**config.mk**
```make
export PLATFORM = sky130hd
export DESIGN_NAME = aes_block_loader
export DESIGN_NICKNAME = d
export VERILOG_FILES = /design/src/rtl/aes_pkg.sv /design/src/rtl/aes_byte_shreg128.sv /design/src/rtl/aes_block_loader.sv
export SDC_FILE = /design/constraint.sdc
export NUM_CORES = 1
export LEC_CHECK = 0
export ABC_AREA = 1
export BUFFER_PORTS_ARGS = -buffer_cell sky130_fd_sc_hd__clkbuf_2
export CAP_MARGIN = 40
export CORE_ASPECT_RATIO = 0.6
export CORE_MARGIN = 4
export CORE_UTILIZATION = 52
export DETAILED_ROUTE_END_ITERATION = 10
export PLACE_DENSITY_LB_ADDON = 0.15
export SETUP_SLACK_MARGIN = 0.05
export SYNTH_ARGS = -nofsm -noshare
export SYNTH_HDL_FRONTEND = slang
export SYNTH_SLANG_ARGS = --single-unit
```
**constraint.sdc**
```tcl
create_clock -name clk -period 1.8 [get_ports clk]
set_input_delay 0.45 -clock clk [delete_from_list [all_inputs] [get_ports clk]]
set_output_delay 0.45 -clock clk [all_outputs]
set_load 0.01 [all_outputs]
```
**src/rtl/aes_pkg.sv**
```systemverilog
// Shared AES definitions: block width, loader header bytes and loader state encoding.
package aes_pkg;

    localparam int AES_BLOCK_W = 128;
    localparam int AES_BYTES   = AES_BLOCK_W / 8;

    localparam logic [7:0] HDR_ENC       = 8'hA4;
    localparam logic [7:0] HDR_DEC       = 8'hA5;
    localparam logic [7:0] HDR_ENC_REUSE = 8'hA6;
    localparam logic [7:0] HDR_DEC_REUSE = 8'hA7;

    typedef enum logic [2:0] {
        ST_HDR,
        ST_KEY,
        ST_DATA,
        ST_ISSUE,
        ST_WAIT
    } loader_state_e;

endpackage

```
**src/rtl/aes_byte_shreg128.sv**
```systemverilog
// 128-bit byte-wide shift register: each enabled cycle shifts left by one byte and
// appends in_byte, so the first byte of a 16-byte field lands in [127:120].
module aes_byte_shreg128
    import aes_pkg::*;
(
    input  logic                   clk,
    input  logic                   reset,
    input  logic                   load_en,
    input  logic [7:0]             in_byte,
    output logic [AES_BLOCK_W-1:0] q
);

    logic [AES_BLOCK_W-1:0] shreg_q;
    logic [AES_BLOCK_W-1:0] shreg_d;

    always_comb begin
        shreg_d = shreg_q;
        if (load_en) begin
            shreg_d = {shreg_q[AES_BLOCK_W-9:0], in_byte};
        end
    end

    // NOTE: this storage is reset on purpose -- key/block are visible outputs that must read
    // zero after reset; a plain data RAM would normally be left without reset.
    always_ff @(posedge clk) begin
        if (reset) begin
            shreg_q <= '0;
        end else begin
            shreg_q <= shreg_d;
        end
    end

    assign q = shreg_q;

endmodule

```
**src/rtl/aes_block_loader.sv**
```systemverilog
// Byte-stream loader for an AES core: header, 16 key bytes, 16 data bytes, one start pulse.
// Optional AES_LOADER_KEY_REUSE_EN adds headers that skip the key field and reuse the held key.
module aes_block_loader
    import aes_pkg::*;
(
    input  logic                   clk,
    input  logic                   reset,
    input  logic [7:0]             in_byte,
    input  logic                   in_valid,
    output logic                   in_ready,
    output logic [AES_BLOCK_W-1:0] key,
    output logic [AES_BLOCK_W-1:0] block,
    output logic                   mode_dec,
    output logic                   start,
    input  logic                   core_done,
    output logic                   busy,
    output logic                   err
);

    loader_state_e state_q, state_d;
    logic [3:0]    cnt_q, cnt_d;
    logic          mode_dec_q, mode_dec_d;
    logic          err_q, err_d;
    logic          key_shift;
    logic          blk_shift;
    logic          fire;
`ifdef AES_LOADER_KEY_REUSE_EN
    logic          key_valid_q, key_valid_d;
`endif

    assign in_ready = !reset && (state_q == ST_HDR || state_q == ST_KEY || state_q == ST_DATA);
    assign fire     = in_valid && in_ready;

    // NOTE: every output of this block gets a default first, so no path can infer a latch.
    always_comb begin
        state_d    = state_q;
        cnt_d      = cnt_q;
        mode_dec_d = mode_dec_q;
        err_d      = err_q;
        key_shift  = 1'b0;
        blk_shift  = 1'b0;
`ifdef AES_LOADER_KEY_REUSE_EN
        key_valid_d = key_valid_q;
`endif
        case (state_q)
            ST_HDR: begin
                if (fire) begin
                    case (in_byte)
                        HDR_ENC, HDR_DEC: begin
                            mode_dec_d = in_byte[0];
                            state_d    = ST_KEY;
                        end
`ifdef AES_LOADER_KEY_REUSE_EN
                        HDR_ENC_REUSE, HDR_DEC_REUSE: begin
                            if (key_valid_q) begin
                                mode_dec_d = in_byte[0];
                                state_d    = ST_DATA;
                            end else begin
                                err_d = 1'b1;
                            end
                        end
`endif
                        default: err_d = 1'b1;
                    endcase
                end
            end
            ST_KEY: begin
                if (fire) begin
                    key_shift = 1'b1;
                    cnt_d     = cnt_q + 4'd1;
                    if (cnt_q == 4'd15) begin
                        state_d = ST_DATA;
`ifdef AES_LOADER_KEY_REUSE_EN
                        key_valid_d = 1'b1;
`endif
                    end
                end
            end
            ST_DATA: begin
                if (fire) begin
                    blk_shift = 1'b1;
                    cnt_d     = cnt_q + 4'd1;
                    if (cnt_q == 4'd15) begin
                        state_d = ST_ISSUE;
                    end
                end
            end
            ST_ISSUE: state_d = ST_WAIT;
            ST_WAIT: begin
                if (core_done) begin
                    state_d = ST_HDR;
                end
            end
            default: state_d = ST_HDR;
        endcase
    end

    // NOTE: state flops use non-blocking assignments so all registers update from the same pre-edge values.
    always_ff @(posedge clk) begin
        if (reset) begin
            state_q    <= ST_HDR;
            cnt_q      <= 4'd0;
            mode_dec_q <= 1'b0;
            err_q      <= 1'b0;
`ifdef AES_LOADER_KEY_REUSE_EN
            key_valid_q <= 1'b0;
`endif
        end else begin
            state_q    <= state_d;
            cnt_q      <= cnt_d;
            mode_dec_q <= mode_dec_d;
            err_q      <= err_d;
`ifdef AES_LOADER_KEY_REUSE_EN
            key_valid_q <= key_valid_d;
`endif
        end
    end

    aes_byte_shreg128 u_key_reg (
        .clk     (clk),
        .reset   (reset),
        .load_en (key_shift),
        .in_byte (in_byte),
        .q       (key)
    );

    aes_byte_shreg128 u_block_reg (
        .clk     (clk),
        .reset   (reset),
        .load_en (blk_shift),
        .in_byte (in_byte),
        .q       (block)
    );

    assign mode_dec = mode_dec_q;
    assign err      = err_q;
    assign start    = (state_q == ST_ISSUE);
    assign busy     = (state_q == ST_ISSUE) || (state_q == ST_WAIT);

endmodule

```
# [Yosys cells after proc, flatten, opt, wreduce, memory -nomap -nowiden]
# Cells that the tools add are included.
[totals] out_inout_bits=261 elab_cells=46 in_bits=12 regBits=265
[op_classes] eq_ne=14 n_bitwise=1 reduce_logical=13 mux=11 n_addsub=1
[op_table] op="$mux 3" count=7
[op_table] op="$eq 8x8->1 const B" count=2
[op_table] op="$pmux 3 s5" count=1
[op_table] op="$ne 2x2->1 const B" count=4
[op_table] op="$reduce_and 7->1" count=1
[op_table] op="$eq 3x2->1 const B" count=2
[op_table] op="$ne 2x1->1 const B" count=3
[op_table] op="$reduce_and 3->1" count=2
[op_table] op="$add 4x1->4 const B" count=1
[op_table] op="$eq 4x4->1 const B" count=1
[op_table] op="$reduce_or 2->1" count=2
[op_table] op="$eq 3x1->1 const B" count=1
[op_table] op="$eq 3x3->1 const B" count=1
[op_table] op="$logic_not 3->1" count=1
[op_table] op="$logic_or 1x1->1" count=3
[op_table] op="$mux 1" count=3
[op_table] op="$logic_and 1x1->1" count=2
[op_table] op="$reduce_and 2->1" count=1
[op_table] op="$logic_not 1->1" count=1
[op_table] op="$not 1->1" count=1

# [Longest topological paths before layout]
# Gate-level depths: netlist of the first run.
[logic_depth] ltp_word=7 depth_mapped=10 mapped_depth_nobuf=9

# [Hierarchy]
# From an unflattened synthesis of the first run, not the netlist that was laid out.
[hier_totals] hier_cells=1703 area_unflattened_um2=10959.3
[modules_own_cells] mod="aes_byte_shreg128" area_each_um2=5206.2 cells_per_inst=811 seq_area_each_um2=2562.5 instances=2
[modules_own_cells] mod="aes_block_loader" area_each_um2=546.8 cells_per_inst=81 seq_area_each_um2=180.2 instances=1

# [Least setup slack after synthesis of the first run]
# Ideal clock, no wire load.
[synth_path] path_kind="in2reg" start="input reset" end="register u_key_reg.shreg_q[59], in the netlist u_key_reg.q[59]" path_stages=9 slack_ps=234 setup_time_ps=116 arrival_time_ps=1450 path_buffers=3 t_required_ps=1684 path_cell_list="buf_2 inv_2 nand3_2 nor2_4 inv_2 buf_6 buf_6 nor2_1 nor2_1"
[synth_via] elab_chain_cells=5
[synth_lines] item="from (decl)" line="aes_block_loader.sv:7" source="input logic reset,"
[synth_lines] item="$logic_not 1->1" line="aes_block_loader.sv:31" source="assign in_ready = !reset && (state_q == ST_HDR || state_q == ST_KEY || state_q == ST_DATA);"
[synth_lines] item="$logic_and 1x1->1" line="aes_block_loader.sv:31"
[synth_lines] item="$logic_and 1x1->1" line="aes_block_loader.sv:32" source="assign fire = in_valid && in_ready;"
[synth_lines] item="$mux 1" line="aes_block_loader.sv:68" source="if (fire) begin"
[synth_lines] item="$mux 1" line="aes_block_loader.sv:45" source="case (state_q)"
[synth_lines] item="to (signal assigned)" line="aes_byte_shreg128.sv:29" source="shreg_q <= shreg_d;"
[synth_lines] item="to (decl)" line="aes_byte_shreg128.sv:13" source="logic [AES_BLOCK_W-1:0] shreg_q;"
# Parallel ways exist; a longest one is shown, timed or not.
# A chain may end at the register's enable or synchronous reset.

# [Worst setup path in the final report of the first run]
[layout_path] start="register state_q[1]" end="output busy"
[layout_via] elab_chain_cells=2 word_cells_on_any_way=3 classes_between="2 x eq/ne; 1 x reduce/logical"
[layout_lines] item="from (decl)" line="aes_block_loader.sv:20" source="loader_state_e state_q, state_d;"
[layout_lines] item="from (signal assigned)" line="aes_block_loader.sv:109" source="state_q <= state_d;"
[layout_lines] item="$eq 3x2->1 / $eq 3x3->1 (equally long branches)" line="aes_block_loader.sv:138" source="assign busy = (state_q == ST_ISSUE) || (state_q == ST_WAIT);"
[layout_lines] item="$logic_or 1x1->1 (*)" line="aes_block_loader.sv:138"
[layout_lines] item="to (decl)" line="aes_block_loader.sv:16" source="output logic busy,"
# Mark *: on every way between the ends. The rest lies on a longest branch, timed or not.

==> results.toml, run 1 <==
[status]
status = "complete, but fails checks"
violations = "negative setup slack"

[die]
initial_core_util = 0.534
io_pins = 273
die_w_microns = 185
rows = 38
dieArea_sq_um = 21100
core_sq_um = 18300
die_h_microns = 114

[drt]
drt-initial-drc-count = 1119
via_per_inst = 5.63
drc_errors = 0
routed_wl_microns = 31800
ant_nets = 0
routedWlPerCell_microns = 18.3
vias = 9775
dr.pass1.iters = 5

[synth]
yosysTopAreaCellShare = 0.544
synth_area_sq_um = 9750
async_reset_ff_frac = 0
avgSynthCellArea_sq_um = 8.02
syn-instance-count = 1216
synth-simple-area-share = 0.247
ys_warn_count = 0
synth_compound_area_frac = 0.139
seq_area_frac_synth = 0.544
synth_edf_count = 0
ys_types = 23
synth_top_family_by_area = "simple AND/OR/NAND/NOR gates"
synth_top_area_cell = "dfxtp_1"
synth_seq_cells = 265
ys_top_cells_by_area = "dfxtp_1 54%, nor2_1 10%, nand4_1 8.3%"
syn_nets = 1229
synth.top_cells.by_count = "266 x nor2_1, 265 x dfxtp_1, 143 x nand2_1, 135 x a21oi_1, 129 x nand4_1"
synth.mux.area_fraction = 0
yosys.area_share.xor_xnor = 0.00180
synth-main-ff-cell = "dfxtp_1"
synth_fa_ha_area_frac = 0.00128
synth_most_common_cell = "nor2_1"

[grt]
first_global_vias = 8314
grt_usage = 0.254
overflow = 0
antenna_found_initial = 0
grt_max_degree = 135
grt_pass1_wl_microns = 44800

[timing]
max_slew_margin = 0.607
skew_ns = 0.0212
finalCritPeriodShare = 1.04
timing.fmax_mhz = 532
setup_viol = 82
setup_slack_ns = -0.0786
worst_hold_slack_ns = 0.199
rsz0062_at_grt = "true"
hold_viol = 0
drv_slew = 0
worst_pin_slew_ns = 0.590
tns_ns = -1.56
fin_crit_ns = 1.88

[hold_path]
min_path_type = "in2reg"

[job]
drv_cap = 0

[clock_tree]
numCtsBuffers = 24
cts_hold_buf = 0
clk_latency_ns = 0.52
cts_root_buffer = "clkbuf_16"
cts_sinks = 265
cts_htree_levels = 1
cts.clk_slew.worst_paths_ns = 0.07
cts_buffer_depth = 3
cts_tree = "built"

[critical_path]
crit_path_start_kind = "flip-flop"
end_kind = "primary output"
r2r_slack_ns = -0.06
crit_required_ns = 1.35
path_max_fanout = 5
arrival_ns = 1.43
setup.worst_path.class = "reg2out"

[layout]
layout-drive-gt1-share = 0.279
syn_to_final_growth_pct = 34.1
fin_area_sq_um = 13100
nNetsFinal = 1491
stdcell_count = 1735
diodes = 0
fill_cells = 1444
fin_util = 0.716

[power]
pwr_density_cell_nw_per_um2 = 921
power_mw = 12.0
total_leakage_power_nw = 5.93
vdd_drop_max_uv = 624

[placed_design]
pre_cts_ws_ns = 0.00530
dp_hpwl_microns = 18200
placed_area_sq_um = 11300
gp_congestion = 0.851
placed_cells = 1639
portBuffers = 272
==> power by group <==
group	internal (mW)	leakage, nW	switching [mW]	total (mW)
Clock	3.64	0.436	2.22	5.87
Combinational	0.0984	3.36	0.203	0.302
Sequential	5.87	2.14	0.00812	5.87
Total	9.61	5.93	2.43	12.0
==> routing by layer <==
metal / routed length, microns / share of wire / track usage
met5: 0 / 0 / 0
met4: 570 / 0.018 / 0.0499
met3: 3010 / 0.095 / 0.0590
met2: 13400 / 0.42 / 0.362
met1: 14800 / 0.46 / 0.393
==> flip-flops by register name (all words and copies together) (netlist names) <==
signal and cells:
cnt_q 4, state_q 3, u_key_reg.q 128, err 1, mode_dec 1, u_block_reg.q 128
==> cells in the final DEF (no fill, tap or decap), types with 2 or more instances in the layout <==
cell,instances
buf_4,29
clkbuf_8,2
o21ai_1,37
nand3_4,3
dfxtp_4,2
xnor2_1,2
a21oi_1,132
o21ai_0,94
clkbuf_1,5
inv_6,3
inv_2,3
clkbuf_16,40
nor2_2,6
nor2_1,255
clkbuf_2,268
buf_16,4
buf_6,13
nand2_1,143
clkinvlp_4,2
inv_1,10
a21oi_2,3
dfxtp_1,262
bufinv_16,7
buf_8,2
nand3_1,6
nor2_4,6
buf_12,16
nand4_1,129
==> cells by family (layout without fill, tap and decap cells) <==
logic type | count (synthesis) | after routing
AND/OR/NAND/NOR | 549 | 550
adder cells (fa/ha/maj) | 1 | 1
buffers and inverters | 130 | 408
AO/OA/AOI/OAI | 269 | 269
XOR/XNOR | 2 | 2
flip-flops | 265 | 265
==> final timing paths <==
check | from | end | cells after the start
worst min register to register | u_block_reg.q[122] | u_block_reg.q[122] | 2
worst min-delay path | in_byte[6] | u_key_reg.q[6] | 3
worst max-delay path | state_q[1] | busy | 5
worst max register to register | state_q[0] | u_key_reg.q[106] | 11
==> worst max-delay path, stage by stage (launching register included) <==
cell and delay [ns]:
dfxtp_4 0.41, inv_4 0.06, nor3_4 0.20, inv_2 0.07, o21ai_2 0.06, buf_6 0.13
==> layout make-up <==
class	count	area [sq um]	share of cell area
inverter	17	85.1	0.00650
timing repair inverter	1	8.76	0.000670
tap	240	300	0.0230
timing repair buffer	347	2540	0.194
multi-input combinational	822	3920	0.299
clock inverter	11	243	0.0186
sequential	265	5310	0.406
clock buffer	32	672	0.0514
==> timing repair <==
| action | 4_1_cts | 5_1_grt |
|---|---|---|
| setup buffers | 13 | 18 |
| gates cloned | 0 | 22 |
| gates resized for setup | 18 | 40 |
| pin swaps | 4 | 8 |
| setup endpoints to repair | 4 | 158 |
(Power assumes the default switching activity.)
==> run 2: changes to the inputs <==
==> constraint.sdc (replaced) <==
create_clock -name clk -period 1.8 [get_ports clk]
set_input_delay 0.45 -clock clk [delete_from_list [all_inputs] [get_ports clk]]
set_output_delay 0.45 -clock clk [all_outputs]
set_load 0.02 [all_outputs]
==> run 2 against run 1 <==
The run still ends with negative setup slack left. Cell count down 2.4%. Worst setup slack got worse by 0.034 ns. Clock skew decreased by 0.015 ns. Global-route usage decreased by 0.76 points. Combinational power is 11% lower. Routed wire length is 10% lower. Fmax is 1.8% lower. Hold slack gained 0.0048 ns. Count of clock-buffer cells in the layout is 1 higher. First-iteration DRC count fell by 7.1%. Critical path type unchanged. Largest power group unchanged.
==> results.toml, run 2 (synthesis gave the netlist of run 1 again) <==
[timing]
drv_slew = 0
skew_ns = 0.00652
fin_crit_ns = 1.91
worst_pin_slew_ns = 0.569
setup_slack_ns = -0.112
rsz0062_at_grt = "true"
setup_viol = 2
timing.fmax_mhz = 523
finalCritPeriodShare = 1.06
max_slew_margin = 0.621
hold_viol = 0

[power]
p_switching_mw = 2.36
power_mw = 11.5
swShare = 0.204
pwr_density_cell_nw_per_um2 = 932
vdd_drop_max_uv = 617
p_comb_frac = 0.023
clkPwrFrac = 0.468
total_leakage_power_nw = 5.62
internal_power_mw = 9.19
seqPwrFrac = 0.509

[status]
status = "complete, but fails checks"
violations = "negative setup slack"

[layout]
final_common_cell = "clkbuf_2"
fin_util = 0.678
layout-drive-gt1-share = 0.254
fin_area_sq_um = 12400
stdcell_count = 1694
diodes = 0
syn_to_final_growth_pct = 26.9
layout_common_cells = "268 x clkbuf_2, 263 x nor2_1, 262 x dfxtp_1, 143 x nand2_1, 135 x a21oi_1"
nNetsFinal = 1450

[clock_tree]
cts_hold_buf = 0
clk_latency_ns = 0.50
numCtsBuffers = 24
cts_tree = "built"
cts_buffer_depth = 3
cts.clk_slew.worst_paths_ns = 0.07
cts_sinks = 265
cts_root_buffer = "clkbuf_16"
cts_htree_levels = 1

[drt]
vias = 9414
routedWlPerCell_microns = 16.9
drc_errors = 0
routed_wl_microns = 28600
dr.pass1.iters = 5
via_per_inst = 5.56
ant_nets = 0
drt-initial-drc-count = 1039

[job]
drv_cap = 0

[hold_path]
worstHoldStart = "in_byte[4]"
min_path_type = "in2reg"
whs_endpoint = "u_key_reg.q[4]"
hold_path_depth = 3

[critical_path]
path_max_fanout = 3
setup.worst_path.start = "state_q[2]"
r2r-start = "state_q[1]"
rr_endpoint = "u_key_reg.q[48]"
setup.worst_path.class = "reg2out"
crit_path_start_kind = "flip-flop"
r2r_slack_ns = 0.14
arrival_ns = 1.46
end_kind = "primary output"
crit_required_ns = 1.35
worstRegToRegCells = 8

[placed_design]
portBuffers = 272
placed_area_sq_um = 11200
placed_cells = 1639
gp_congestion = 0.846
dp_hpwl_microns = 17600

[die]
die_h_microns = 114
dieArea_sq_um = 21100
initial_core_util = 0.534
io_pins = 273
core_sq_um = 18300
die_w_microns = 185
rows = 38

[grt]
grt_max_degree = 135
first_global_vias = 8237
overflow = 0
grt_usage = 0.246
antenna_found_initial = 0
grt_pass1_wl_microns = 43600
==> run 2: cell types whose count changed in the layout (fill, tap and decap cells not counted), moves of 5 or more <==
cell / change
buf_4: -17
clkbuf_16: -10
buf_6: -8
nor2_1: +8
clkbuf_8: +6
nor2_2: -6
clkinv_2: +5
==> run 2: final cells by class <==
class | instances | area, sq um
timing repair buffer | 308 | 1980
inverter | 17 | 71.3
tap | 240 | 300
fill | 1558 | 5880
clock inverter | 10 | 128
clock buffer | 33 | 726
multi-input combinational | 821 | 3860
sequential | 265 | 5310
==> run 2: how the worst max path moves through the flow <==
| stage | to | slack, ns |
|---|---|---|
| 2_1_floorplan | busy | 0.14 |
| 3_3_place_gp | u_key_reg.q[107] | 0.11 |
| 3_5_place_dp | u_key_reg.q[92] | 0.07 |
| 4_1_cts | busy | -0.19 |
| 5_1_grt | start | -0.16 |
| 6_report | start | -0.11 |
==> run 2: repair_timing <==
item | CTS | global route
resized for setup | 21 | 17
hold endpoints to repair | 0 | 0
buffers inserted | 5 | 0
cloned | 0 | 7
pin swaps | 3 | 4
setup endpoints to repair | 3 | 162
==> run 2: per-stage QoR <==
stage	setup WS [ns]	hold slack, ns	TNS [ns]
global route	-0.160	0.183	-0.339
detailed placement	0.0678	0.457	0
global placement	0.112	0.450	0
CTS	-0.190	0.176	-0.360
finish	-0.112	0.203	-0.209
floorplan	0.139	0.448	0
==> run 2: worst max-delay path: stages (launching register included) <==
cell,delay [ns]
dfxtp_4,0.36
buf_6,0.13
nor3_4,0.19
buf_4,0.14
clkbuf_8,0.13
==> run 2: power groups by stage <==
stage | clock (mW) | sequential (mW) | combinational, mW
floorplan | 0 | 6.02 | 0.169
global placement | 0 | 6.01 | 0.248
detailed placement | 0 | 6.01 | 0.245
CTS | 5.50 | 5.87 | 0.249
global route | 5.76 | 5.87 | 0.291
finish | 5.40 | 5.87 | 0.270
==> run 2: metal layers <==
metal	GRT usage	wire [microns]
met1	0.371	13200
met2	0.351	12200
met3	0.0733	2750
met4	0.0503	483
met5	0	0
